`src/rtl/imem_loader.sv`:
```
// Instruction-memory program loader: accepts a checksummed byte-stream image,
// writes it word by word, and holds the core in reset until the image verifies.
module imem_loader #(
  parameter int ADDR_W = 4
) (
  input  logic              clk,
  input  logic              reset,
  input  logic              in_valid,
  input  logic [7:0]        in_data,
  output logic              in_ready,
  input  logic              reload,
  output logic              wr_en,
  output logic [ADDR_W-1:0] wr_addr,
  output logic [15:0]       wr_data,
  output logic              core_reset,
  output logic              done,
  output logic              err,
  output logic [2:0]        dbg_state
);

  // Handshake: a byte transfers on a rising edge where in_valid && in_ready.
  // in_ready is decoded from the registered state only, never from in_valid.

  typedef enum logic [2:0] {
    S_HDR  = 3'd0,
    S_HI   = 3'd1,
    S_LO   = 3'd2,
    S_CSUM = 3'd3,
    S_RUN  = 3'd4,
    S_ERR  = 3'd5
  } state_t;

  localparam logic [8:0]      DEPTH = 9'(1 << ADDR_W);
  localparam logic [ADDR_W:0] ONE   = (ADDR_W + 1)'(1);

  state_t            state;
  logic [ADDR_W:0]   count;
  logic [ADDR_W-1:0] addr;
  logic [7:0]        xor_acc;
  logic [7:0]        hi_byte;

  logic accept;
  logic hdr_bad;
  logic last_word;

  assign in_ready  = (state == S_HDR) || (state == S_HI) ||
                     (state == S_LO)  || (state == S_CSUM);
  assign accept    = in_valid && in_ready;
  assign hdr_bad   = (in_data == 8'd0) || ({1'b0, in_data} > DEPTH);
  assign last_word = ({1'b0, addr} == (count - ONE));
  assign dbg_state = state;

  // Status outputs are updated on the same edge as the state they describe,
  // so they always reflect the registered state one cycle after the cause.
  always_ff @(posedge clk) begin
    if (reset) begin
      state      <= S_HDR;
      count      <= '0;
      addr       <= '0;
      xor_acc    <= '0;
      hi_byte    <= '0;
      wr_en      <= 1'b0;
      wr_addr    <= '0;
      wr_data    <= '0;
      core_reset <= 1'b1;
      done       <= 1'b0;
      err        <= 1'b0;
    end else begin
      wr_en <= 1'b0;
      case (state)
        S_HDR: begin
          if (accept) begin
            if (hdr_bad) begin
              state <= S_ERR;
              err   <= 1'b1;
            end else begin
              count   <= in_data[ADDR_W:0];
              addr    <= '0;
              xor_acc <= in_data;
              state   <= S_HI;
            end
          end
        end
        S_HI: begin
          if (accept) begin
            hi_byte <= in_data;
            xor_acc <= xor_acc ^ in_data;
            state   <= S_LO;
          end
        end
        S_LO: begin
          if (accept) begin
            wr_data <= {hi_byte, in_data};
            wr_addr <= addr;
            wr_en   <= 1'b1;
            xor_acc <= xor_acc ^ in_data;
            if (last_word) begin
              state <= S_CSUM;
            end else begin
              addr  <= addr + 1'b1;
              state <= S_HI;
            end
          end
        end
        S_CSUM: begin
          if (accept) begin
            // Words already written stay in memory on a mismatch.
            if (in_data == xor_acc) begin
              state      <= S_RUN;
              done       <= 1'b1;
              core_reset <= 1'b0;
            end else begin
              state <= S_ERR;
              err   <= 1'b1;
            end
          end
        end
        S_RUN: begin
          if (reload) begin
            state      <= S_HDR;
            done       <= 1'b0;
            core_reset <= 1'b1;
          end
        end
        S_ERR: begin
          // Sticky until reset; reload is deliberately ignored here.
          state <= S_ERR;
        end
        default: begin
          state <= S_HDR;
        end
      endcase
    end
  end

endmodule

```
`config.mk`:
```
export PLATFORM = sky130hd
export DESIGN_NAME = imem_loader
export DESIGN_NICKNAME = d
export VERILOG_FILES = /design/src/rtl/imem_loader.sv
export SDC_FILE = /design/constraint.sdc
export NUM_CORES = 1
export LEC_CHECK = 0
export ABC_CLOCK_PERIOD_IN_PS = 4680
export BUFFER_PORTS_ARGS = -buffer_cell sky130_fd_sc_hd__buf_2
export CAP_MARGIN = 5
export CORE_ASPECT_RATIO = 1.2
export CORE_MARGIN = 3
export CORE_UTILIZATION = 32
export CTS_CLUSTER_SIZE = 28
export DETAILED_ROUTE_END_ITERATION = 10
export GPL_TIMING_DRIVEN = 0
export PLACE_DENSITY = 0.58
export SYNTH_ARGS = -nofsm -noshare
export SYNTH_HDL_FRONTEND = slang
export SYNTH_SLANG_ARGS = --single-unit
export TNS_END_PERCENT = 10
```
`constraint.sdc`:
```
create_clock -name clk -period 4.68 [get_ports clk]
set_input_delay 0.936 -clock clk [delete_from_list [all_inputs] [get_ports clk]]
set_output_delay 0.936 -clock clk [all_outputs]
set_load 0.1 [all_outputs]
```
# ---- After elaboration in Yosys (flattened, before gate mapping)
# Cells that the tools add are included.
dict set report word_totals {
  ff_bits 52
  output_inout_bits 28
}
dict set report op_classes {
  n_addsub 2
  order_cmp 1
  n_eq_ne 18
  n_mux 32
  bitwise 3
  n_reduce_logical 21
}
# op n
set op_table {}
lappend op_table {{2-to-1 mux 8 bit} 3}
lappend op_table {{2-to-1 mux 3 bit} 6}
lappend op_table {{!= test 2 bit, second input constant} 9}
lappend op_table {{one-hot mux 3 bit (6 select lines)} 1}
lappend op_table {{2-to-1 mux 4 bit} 4}
lappend op_table {{one-hot mux 8 bit (2 select lines)} 1}
lappend op_table {{AND reduction 5 bit} 3}
lappend op_table {{2-to-1 mux 1 bit} 12}
lappend op_table {{== test 8 bit} 1}
lappend op_table {{> comparator 8 x 5 -> 1 bit, second input constant} 1}
lappend op_table {{zero test 8 bit} 1}
lappend op_table {{one-hot mux 4 bit (2 select lines)} 1}
lappend op_table {{AND reduction 4 bit} 2}
lappend op_table {{nonzero test 2 bit} 4}
lappend op_table {{XOR 8 bit} 1}
lappend op_table {{== test 3 x 2 -> 1 bit, second input constant} 2}
lappend op_table {{== test 3 bit, second input constant} 2}
lappend op_table {{one-hot mux 1 bit (2 select lines)} 3}
lappend op_table {{== test 4 x 5 -> 1 bit} 1}
lappend op_table {{subtractor 5 x 1 -> 5 bit, second input constant} 1}
lappend op_table {{adder 4 x 1 -> 4 bit, second input constant} 1}
lappend op_table {{logical OR 1 bit} 4}
lappend op_table {{!= test 2 x 1 -> 1 bit, second input constant} 2}
lappend op_table {{AND reduction 2 bit} 2}
lappend op_table {{other kinds (7)} 9}

# ---- Depth between registers and ports, before layout
# Gate-level depths: netlist of run 1.
dict set report logic_depth {
  word_depth 7
  ltp_mapped 7
  mapped_depth_nobuf 7
}

# ---- Worst setup path before layout of run 1
# OpenSTA, ideal clock, no wires.
dict set report synth_path {
  path_type {flip-flop to output port}
  from {reg state[2], in the netlist dbg_state[2]}
  to {out in_ready}
  t_arrival_ns 1.670
  t_required_ns 3.744
  path_slack_ns 2.074
  path_stages_with_launch 3
  path_buffers 1
  path_cell_list {dfxtp_1 > buf_2 > inv_1}
}
dict set report synth_between {
  elab_chain_cells 4
  elab_cells_between_ends 7
  classes_between {3 x eq/ne; 4 x reduce/logical}
}
# item line
set synth_lines {}
lappend synth_lines {{from (decl)} 36} ;# state_t state;
lappend synth_lines {{from (signal assigned)} 57} ;# state <= S_HDR;
lappend synth_lines {{from (signal assigned)} 74} ;# state <= S_ERR;
lappend synth_lines {{from (signal assigned)} 80} ;# state <= S_HI;
lappend synth_lines {{== test 3 x 1 -> 1 bit or zero test 3 bit (tied branches)} 46} ;# assign in_ready = (state == S_HDR) || (state == S_HI) ||
lappend synth_lines {{logical OR 1 bit (2 in a row)} 46}
lappend synth_lines {{logical OR 1 bit (*)} 47} ;# (state == S_LO) || (state == S_CSUM);
lappend synth_lines {{to (decl)} 10} ;# output logic in_ready,
# Mark *: on every way between the ends. The rest lies on a longest branch, timed or not.

# ---- Final worst setup path of run 1
dict set report layout_path {
  from {in in_data[2]}
  to {reg state[2], in the netlist dbg_state[2]}
}
dict set report layout_between {
  elab_chain_cells 5
  elab_cells_between_ends 6
  classes_between {1 x order compare; 3 x mux; 2 x reduce/logical}
}
# item line
set layout_lines {}
lappend layout_lines {{from (decl)} 9} ;# input logic [7:0] in_data,
lappend layout_lines {{> comparator 8 x 5 -> 1 bit or zero test 8 bit (tied branches)} 49} ;# assign hdr_bad = (in_data == 8'd0) || ({1'b0, in_data} > DEPTH);
lappend layout_lines {{logical OR 1 bit (*)} 49}
lappend layout_lines {{2-to-1 mux 3 bit (*)} 73} ;# if (hdr_bad) begin
lappend layout_lines {{2-to-1 mux 3 bit (*)} 72} ;# if (accept) begin
lappend layout_lines {{one-hot mux 3 bit (6 select lines) (*)} 70} ;# case (state)
# Mark *: on every way between the ends. The rest lies on a longest branch, timed or not. The select of a mux whose other input is x is not followed.
# A chain may end at the register's enable or synchronous reset.

==> out/results.tsv, run 1 <==
stage	metric	value	unit
floorplanning	DIE AREA	9243	µm²
cells_and_area	multi-input logic area	1401	µm²
floorplanning	# IOs	40	
clock_tree	CTS resizes	0	
sta	TNS Setup	0	ns
grt	grt peak-use layer	met2	
route	via count	2350	
route	First DRT Iteration DRCs	157	
sta	worst slew pin tran	0.8578	ns
sta	Final period util	49.67	%
cells_and_area	Final Non-Filler Cells	457	
cells_and_area	number of fill cells	827	
place	DP Area	2864	µm²
clock_tree	TritonCTS clock tree	yes	
power_and_ir_drop	Power Density	330.4	nW/µm²
logic_synthesis	Mapped Cells	327	
power_and_ir_drop	combinational fraction of design power	24.1	%
clock_tree	Setup Buffers After CTS	0	
logic_synthesis	sequential cell area fraction in the yosys report	40.06	%
grt	GRT Overall Usage	14.78	%
clock_tree	worst-skew pair later-pin latency	0.31	ns
power_and_ir_drop	VDD IR-drop max	115.9	µV
power_and_ir_drop	sw frac	35.17	%
route	# DRC	0	
place	RePlAce Congestion	0.8031	
logic_synthesis	synthesized net count	341	
cells_and_area	P&R area growth vs syn	13.63	%
power_and_ir_drop	Int Pwr	632.6	µW
logic_synthesis	post-synth design cell area	2599	µm²
route	vias per cell	5.142	
cells_and_area	register area	1041	µm²
power_and_ir_drop	Leak	1.104	nW
worst_setup_path	crit path launch type	input pin	
worst_setup_path	Setup CP Type	input pin to flop	
logic_synthesis	top cells by count, synth	nand2_1, dfxtp_1, a21oi_1	
logic_synthesis	Syn Area/Cell	7.947	µm²
worst_setup_path	worst-path fanout max	9	
worst_setup_path	highest-delay cell along the critical path	mux2_4	
sta	RSZ-0062 raised after global routing	false	
floorplanning	Rows	35	
grt	total global routing overflow	0	
grt	first-pass GRT wire length	10.92	mm
logic_synthesis	cell taking the most area after synthesis	dfxtp_1	
logic_synthesis	count of state elements after synthesis	52	
floorplanning	Starting Density	33.34	%
sta	max-slew violations	0	
clock_tree	Root Driver	clkbuf_8	
route	drt pass-1 iters	4	
logic_synthesis	most common cell in the netlist	nand2_1	
power_and_ir_drop	Clock power frac	27.3	%
sta	Min Clock Period, post-route	2.325	ns
power_and_ir_drop	sw power	343.1	µW
logic_synthesis	EDFF count, synth	0	
worst_setup_path	Worst Setup End Kind	flop	
cells_and_area	ANT cells	0	
power_and_ir_drop	Seq pwr share	48.6	%
sta	Setup-failing EPs final	0	
clock_tree	clk buf depth	2	
status	status	completed	
logic_synthesis	top cell type's share of synthesized area	40.06	%
place	HPWL Detailed	4.797	mm
logic_synthesis	Primary FF master, synth	dfxtp_1	
worst_setup_path	worst path arrival time	2.56	ns
grt	largest net degree at the start of global routing	17	
sta	Fmax	430.2	MHz
worst_setup_path	Reg2Reg Setup Slack	2.47	ns
route	antenna viol nets, final	0	
worst_setup_path	CP required	4.92	ns
grt	GRT met1 Usage	18.51	%
clock_tree	cts hold-fix bufs	0	
logic_synthesis	number of library cell types mapped by synthesis	49	
floorplanning	chip width	88.27	µm
job	max-cap violations	0	
worst_setup_path	CP max stage delay	0.34	ns
place	placed insts	449	
clock_tree	Inserted Clock Buffers	5	
worst_setup_path	CP cell instances	buf_4 > nor4_4 > mux2_4 > or2_1 > buf_2 > a211o_1 > a21oi_1	
place	port bufs	30	
sta	Final Hold Vio Count	0	
clock_tree	CTS sink count	52	
floorplanning	core box area	7795	µm²
clock_tree	Clock transition at path regs	0.10	ns
grt	M3 GR Usage	3.076	%
grt	met2 Use GR	24.39	%
sta	Slew HR	42.37	%
grt	initial antenna violation count	0	
cells_and_area	fin area	2953	µm²
sta	Worst Skew	0.006443	ns
min_path	Hold WC Path Type	flop to flop	
grt	vias in the first global route	2238	
cells_and_area	final net count	378	
logic_synthesis	Synth async-reset ratio	0	%
clock_tree	total number of H-tree levels	2	
route	Wirelength per Cell	14.84	µm
cells_and_area	layout cells sized above 1	18.08	%
sta	Worst Hold Slack	0.4548	ns
floorplanning	DIE HEIGHT	104.7	µm
logic_synthesis	Synth area leaders	dfxtp_1, nand2_1, a21oi_1	
logic_synthesis	yosys warns	0	
route	Total Wirelength	6.781	mm
[routing by layer]
| layer | part of all wire (%) | vias to the layer above |
|---|---|---|
| li1 | - | 1205 |
| met1 | 46 | 1074 |
| met5 | 0 | - |
| met3 | 4.6 | 18 |
| met4 | 2.6 | 0 |
| met2 | 47 | 53 |
[power by group through the flow]
stage | clock [mW] | sequential [mW] | combinational, mW
floorplan | 0 | 0.530 | 0.139
finish | 0.266 | 0.474 | 0.235
global route | 0.285 | 0.477 | 0.252
global placement | 0 | 0.484 | 0.232
CTS | 0.269 | 0.474 | 0.235
detailed placement | 0 | 0.484 | 0.234
[path summary, 6_finish.rpt]
check	start	end	depth (start not counted)
hold reg to reg	wr_data[3]	wr_data[3]	2
setup reg to reg	dbg_state[0]	hi_byte[6]	6
hold / removal	wr_data[3]	wr_data[3]	2
setup / recovery	in_data[2]	dbg_state[2]	7
[area by class of cell]
type,count,area share [%]
Inverter,7,0.8898
Tap cell,92,3.898
Clock inverter,2,0.5508
Clock buffer,6,2.458
Sequential cell,52,35.25
Buffer,26,4.407
Timing Repair Buffer,30,5.085
Multi-Input combinational cell,242,47.46
[layout by cell type, fill, tap and decap left out, types with 2 or more instances in the layout]
cell type  netlist  final
nand4b_1         2      2
a21oi_1         45     45
nand3_1          6      6
clkbuf_8         0      5
ha_1             2      2
o21ai_1          3      3
o21ai_0          9      9
mux2i_1          2      2
dfxtp_1         52     52
or3_1            2      2
xnor2_1          3      3
nor3_1          15     15
buf_6            2      2
nor2b_1          3      3
nand2b_1         5      5
buf_2           11     41
nor4_1           5      5
mux2_2           8      8
nand2_1         72     72
o21a_1           3      3
a221oi_1         9      9
nor2_1          13     13
inv_1            7      7
clkbuf_1        11     12
xor2_1          11     11
a21o_1           2      2
[metrics by stage]
stage               power [mW]  worst slack [ns]  utilization (%)
floorplan               0.6683             2.074                -
global placement        0.7165             2.058            36.74
detailed placement      0.7183             2.049            36.74
CTS                     0.9782             2.363            37.88
global route             1.014             2.255            37.88
finish                  0.9757             2.355            37.88
[sequential cells by signal, indices dropped and copies added, names as in the netlist, 3 cells and up]
name	count
hi_byte	8
wr_addr	4
wr_data	16
xor_acc	8
count	5
dbg_state	3
addr	4
[cells by family (layout without fill, tap and decap cells)]
family	count (synthesis)	after routing	synth area share (%)
AO/OA/AOI/OAI	82	82	19.60
multiplexers	11	11	4.815
adder cells (fa/ha/maj)	2	2	0.9628
XOR/XNOR	14	14	4.718
buffers and inverters	33	71	6.018
AND/OR/NAND/NOR	133	133	23.83
flip-flops	52	52	40.06
[critical path: cells and delay by family]
family          cells  cell delay [ns]
buf+inv             2             0.35
compound gates      2             0.44
mux                 1             0.34
simple gates        2             0.50
Power figures use the tool's default switching activity.
==> inputs of run 2 (changes only) <==
- ABC_CLOCK_PERIOD_IN_PS: 4680 -> 2300
- clock period: 4.68 -> 2.3 ns (I/O delays scaled with it)
==> run 2 against run 1 <==
Compared with the run above: sequential power up 100%; clock power up 110%; largest power group unchanged; critical endpoint is now hi_byte[6]; combinational power up 100%.
==> out/results.tsv, run 2 (same netlist as run 1, synthesis figures left out) <==
stage	metric	value	unit	change
sta	Min Clock Period, post-route	2.065	ns	
status	status	completed		
worst_setup_path	r2r endpoint	hi_byte[6]		
sta	Slew HR	33.75	%	-8.6 points
floorplanning	core box area	7795	µm²	unchanged
floorplanning	Rows	35		unchanged
floorplanning	DIE AREA	9243	µm²	unchanged
sta	worst slew pin tran	0.9862	ns	+0.1284 ns
job	max-cap violations	0		unchanged
sta	Final Hold Vio Count	0		unchanged
route	Total Wirelength	6.732	mm	-0.72%
clock_tree	cts hold-fix bufs	0		unchanged
route	antenna viol nets, final	0		unchanged
sta	TNS Setup	0	ns	unchanged
route	First DRT Iteration DRCs	138		-12%
grt	largest net degree at the start of global routing	19		+2
sta	RSZ-0062 raised after global routing	false		
grt	vias in the first global route	2302		+2.9%
floorplanning	chip width	88.27	µm	unchanged
worst_setup_path	Worst Setup SP	dbg_state[0]		
worst_setup_path	Critical Path Sink	hi_byte[6]		
worst_setup_path	Reg2Reg Setup Slack	0.23	ns	-2.24 ns
worst_setup_path	Reg-to-Reg Start	dbg_state[0]		
worst_setup_path	worst-path fanout max	10		+1
cells_and_area	most flop-heavy register	wr_data		
place	port bufs	30		unchanged
place	HPWL Detailed	4.836	mm	+0.83%
route	drt pass-1 iters	4		unchanged
clock_tree	Root Driver	clkbuf_8		
sta	Final period util	89.78	%	
cells_and_area	final net count	378		unchanged
power_and_ir_drop	VDD IR-drop max	298.6	µV	+160%
worst_setup_path	Reg2Reg Depth	5		-1
floorplanning	Starting Density	33.34	%	unchanged
cells_and_area	most common cell after layout, fill and taps aside	nand2_1		
grt	GRT Overall Usage	14.99	%	+0.21 points
grt	first-pass GRT wire length	11.10	mm	+1.6%
grt	initial antenna violation count	0		unchanged
sta	max-slew violations	0		unchanged
floorplanning	# IOs	40		unchanged
worst_setup_path	CP required	2.54	ns	-2.38 ns
place	RePlAce Congestion	0.8568		+6.7%
route	vias per cell	5.214		+1.4%
clock_tree	Inserted Clock Buffers	5		unchanged
clock_tree	clk buf depth	2		unchanged
clock_tree	TritonCTS clock tree	yes		
clock_tree	Clock transition at path regs	0.11	ns	about the same
cells_and_area	layout cells sized above 1	18.90	%	+0.82 points
sta	Fmax	484.3	MHz	
power_and_ir_drop	Leak	1.108	nW	+0.35%
cells_and_area	number of flip-flops in the largest register	16		unchanged
worst_setup_path	Setup CP Type	flop to flop		
cells_and_area	Largest regs	wr_data (16), hi_byte (8), xor_acc (8)		
cells_and_area	P&R area growth vs syn	13.96	%	
route	# DRC	0		unchanged
grt	total global routing overflow	0		unchanged
clock_tree	worst-skew pair later-pin latency	0.31	ns	about the same
floorplanning	DIE HEIGHT	104.7	µm	unchanged
power_and_ir_drop	Power Density	676.0	nW/µm²	+100%
worst_setup_path	worst path arrival time	2.30	ns	-0.26 ns
clock_tree	total number of H-tree levels	2		unchanged
worst_setup_path	crit path launch type	flop		
cells_and_area	ANT cells	0		unchanged
min_path	Hold Crit Depth	3		+1
sta	Worst Skew	0.007152	ns	+0.0007096 ns
worst_setup_path	Worst Setup End Kind	flop		
cells_and_area	most frequent cells in the layout	nand2_1, dfxtp_1, a21oi_1, buf_2, nor3_1		
sta	Worst Hold Slack	0.4181	ns	-0.03667 ns
sta	Setup-failing EPs final	0		unchanged
min_path	Hold WC Path Type	input pin to flop		
clock_tree	CTS sink count	52		unchanged
route	Wirelength per Cell	14.73	µm	-0.72%
route	via count	2383		+1.4%
==> run 2: per-layer routing <==
| layer | GRT usage (%) | wire length [µm] | vias up |
|---|---|---|---|
| met5 | 0 | 0 | - |
| met4 | 5.292 | 116 | 0 |
| met3 | 2.760 | 280 | 11 |
| met2 | 25.67 | 3422 | 44 |
| met1 | 18.38 | 2913 | 1125 |
| li1 | - | - | 1203 |
==> run 2: stage by stage <==
stage                     power (mW)  std cells  worst slack, ns  area [µm²]  util (%)
after global placement         1.457        449           0.1453        2865     36.76
final                          2.002        457           0.2350        2962     37.99
after global routing           2.107        457          0.03337        2962     37.99
after CTS                      2.024        457           0.1338        2959     37.96
after floorplan                1.360        327          0.06393        2600         -
after detailed placement       1.462        449           0.1247        2865     36.76
==> run 2: worst min path at each step <==
stage,to,from
2_1_floorplan,wr_data[10],hi_byte[2]
3_3_place_gp,wr_data[14],wr_data[14]
3_5_place_dp,wr_data[4],wr_data[4]
4_1_cts,hi_byte[1],in_data[1]
5_1_grt,wr_data[1],in_data[1]
6_report,hi_byte[1],in_data[1]
==> run 2: critical path: stages (launching register included) <==
cell and delay [ns]:
dfxtp_1 0.37, clkbuf_1 0.39, nand2b_1 0.19, nor3_1 0.78, nand2_1 0.12, a21oi_1 0.14
==> run 2: area by class of cell <==
cell class	instances	area, µm²
clock buffers	5	68.82
multi-input cells	242	1404
flip-flops and latches	52	1042
repair buffers	30	150.1
inverters	7	26.28
clock inverters	3	25.02
plain buffers	26	130.1
fillers	852	4833
well taps	92	115.1
==> run 2: power by group <==
group	internal (mW)	switching, mW	total, mW	leakage, nW
combinational	0.136	0.342	0.478	0.641
sequential	0.935	0.0319	0.967	0.421
clock	0.223	0.335	0.558	0.0452
total	1.29	0.709	2.00	1.11
==> run 2: repair_timing <==
item,CTS,global route
buffers inserted,0,0
endpoints found under the setup margin,0,1
gates resized for setup,0,1
==> inputs of run 3 (changes only) <==
- PLACE_DENSITY: 0.58 -> not set
==> run 3 against run 2 <==
Compared with the run above: clock skew grew 0.0043 ns; first-iteration DRC count down 52%; worst setup slack got worse by 0.049 ns; sequential share of layout area about the same; via count barely moved; power decreased by 0.22%; maximum frequency is 2.3% lower; global-route usage fell by 0.51 points; largest power group unchanged.
==> out/results.tsv, run 3 (same netlist as run 1, synthesis figures left out) <==
stage	metric	value	unit	change
power_and_ir_drop	sw frac	35.43	%	+0.042 points
cells_and_area	number of flip-flops in the largest register	16		unchanged
power_and_ir_drop	VDD IR-drop max	274.4	µV	-8.1%
cells_and_area	Largest regs	wr_data (16), hi_byte (8), xor_acc (8)		
worst_setup_path	CP required	2.54	ns	about the same
sta	Final Hold Vio Count	0		unchanged
clock_tree	CTS sink count	52		unchanged
worst_setup_path	CP cell instances	clkbuf_1 > nand2b_1 > nor3_1 > nand2_1 > a21oi_1		
clock_tree	Inserted Clock Buffers	5		unchanged
clock_tree	Root Driver	clkbuf_8		
route	antenna viol nets, final	0		unchanged
worst_setup_path	CP top delay family	simple AND/OR/NAND/NOR gates		
cells_and_area	most frequent cells in the layout	nand2_1, dfxtp_1, a21oi_1, buf_2, nor3_1		
worst_setup_path	worst path arrival time	2.36	ns	+0.06 ns
clock_tree	total number of H-tree levels	2		unchanged
cells_and_area	most common cell after layout, fill and taps aside	nand2_1		
grt	total global routing overflow	0		unchanged
power_and_ir_drop	Leak	1.111	nW	+0.30%
grt	largest net degree at the start of global routing	18		-1
route	Total Wirelength	6.671	mm	-0.91%
sta	Worst Skew	0.01148	ns	+0.004324 ns
grt	GRT Overall Usage	14.48	%	-0.51 points
worst_setup_path	worst-path fanout max	10		unchanged
place	port bufs	30		unchanged
route	via count	2385		+0.084%
floorplanning	core box area	7795	µm²	unchanged
clock_tree	TritonCTS clock tree	yes		
cells_and_area	P&R area growth vs syn	13.87	%	about the same
floorplanning	# IOs	40		unchanged
sta	Setup-failing EPs final	0		unchanged
floorplanning	chip width	88.27	µm	unchanged
power_and_ir_drop	combinational fraction of design power	23.8	%	about the same
grt	vias in the first global route	2161		-6.1%
worst_setup_path	crit path launch type	flop		
sta	max-slew violations	0		unchanged
sta	Fmax	473.1	MHz	-2.3%
job	max-cap violations	0		unchanged
route	Wirelength per Cell	14.60	µm	-0.91%
status	status	completed		
sta	RSZ-0062 raised after global routing	false		
floorplanning	Rows	35		unchanged
route	vias per cell	5.219		about the same
grt	first-pass GRT wire length	10.72	mm	-3.4%
sta	Slew HR	32.24	%	-1.5 points
place	HPWL Detailed	4.845	mm	+0.19%
power_and_ir_drop	Power Density	675.1	nW/µm²	-0.14%
power_and_ir_drop	Seq pwr share	48.4	%	about the same
sta	TNS Setup	0	ns	unchanged
sta	worst slew pin tran	1.009	ns	+0.02237 ns
cells_and_area	ANT cells	0		unchanged
cells_and_area	final net count	378		unchanged
floorplanning	DIE HEIGHT	104.7	µm	unchanged
worst_setup_path	CP max stage delay	0.80	ns	+0.02 ns
worst_setup_path	Setup CP Type	flop to flop		
route	# DRC	0		unchanged
place	pre-CTS WS	0.1595	ns	+0.03473 ns
power_and_ir_drop	sw power	707.8	µW	-0.10%
floorplanning	DIE AREA	9243	µm²	unchanged
worst_setup_path	Worst Setup End Kind	flop		
clock_tree	clk buf depth	2		unchanged
cells_and_area	most flop-heavy register	wr_data		
route	drt pass-1 iters	4		unchanged
worst_setup_path	highest-delay cell along the critical path	nor3_1		
route	First DRT Iteration DRCs	66		-52%
clock_tree	Setup Buffers After CTS	0		unchanged
cells_and_area	layout cells sized above 1	18.90	%	unchanged
grt	initial antenna violation count	0		unchanged
power_and_ir_drop	Int Pwr	1.290	mW	-0.29%
floorplanning	Starting Density	33.34	%	unchanged
sta	Min Clock Period, post-route	2.114	ns	+0.04888 ns
clock_tree	worst-skew pair later-pin latency	0.32	ns	about the same
place	RePlAce Congestion	0.7766		-9.4%
power_and_ir_drop	Clock power frac	27.7	%	about the same
clock_tree	Clock transition at path regs	0.11	ns	about the same
sta	Final period util	91.91	%	+2.1 points
min_path	Hold WC Path Type	input pin to flop		
sta	post-route setup slack	0.1861	ns	-0.04888 ns
worst_setup_path	WP buf/inv	1		unchanged
## run 3: cell count changes in the layout (fill, tap and decap cells not counted)
| cell | delta |
|---|---|
| clkinv_2 | +1 |
| clkinv_4 | +1 |
| clkinvlp_4 | -1 |
| inv_6 | -1 |
## run 3: cell type report
cell class                 count  area, µm²
timing repair buffer          30      150.1
clock inverter                 3      22.52
fill                         825       4836
sequential                    52       1042
multi-input combinational    242       1404
buffer                        26      130.1
clock buffer                   5      68.82
inverter                       7      26.28
tap                           92      115.1
## run 3: through the flow
step / utilization (%) / power (mW) / hold WS (ns) / area [µm²] / instances
finish: 37.96 / 1.998 / 0.4169 / 2959 / 457
global route: 37.96 / 2.083 / 0.4201 / 2959 / 457
CTS: 37.93 / 2.010 / 0.4098 / 2957 / 457
detailed placement: 36.76 / 1.462 / 0.4455 / 2865 / 449
global placement: 36.76 / 1.456 / 0.4392 / 2865 / 449
floorplan: - / 1.360 / 0.4322 / 2600 / 327
## run 3: what timing repair did
| item | in CTS | in global routing |
|---|---|---|
| setup endpoints to repair | 0 | 8 |
| resized for setup | 0 | 1 |
| hold buffers | 0 | 0 |
## run 3: power groups by stage
| stage | clock, mW | sequential, mW | combinational, mW |
|---|---|---|---|
| final | 0.554 | 0.967 | 0.476 |
| after global routing | 0.593 | 0.972 | 0.518 |
| after CTS | 0.568 | 0.967 | 0.476 |
| after detailed placement | 0 | 0.988 | 0.474 |
| after global placement | 0 | 0.986 | 0.470 |
| after floorplan | 0 | 1.08 | 0.282 |
## run 3: final timing paths
check / start / endpoint / slack (ns) / cells after the start
max: dbg_state[0] / hi_byte[3] / 0.19 / 5
min: in_data[1] / wr_data[1] / 0.42 / 3
max reg2reg: dbg_state[0] / hi_byte[3] / 0.19 / 5
min reg2reg: wr_addr[2] / wr_addr[2] / 0.46 / 2
## run 3: worst min-delay path, delay by kind of cell
family | cells | cell delay, ns
compound gates | 1 | 0.05
buf+inv | 1 | 0.12
simple gates | 1 | 0.06
## run 3: routing by layer
metal,global-route usage (%),wire (µm),share of wire (%)
met1,17.94,2872,43
met2,24.87,3416,51
met3,2.287,257,3.9
met4,5.076,125,1.9
met5,0,0,0
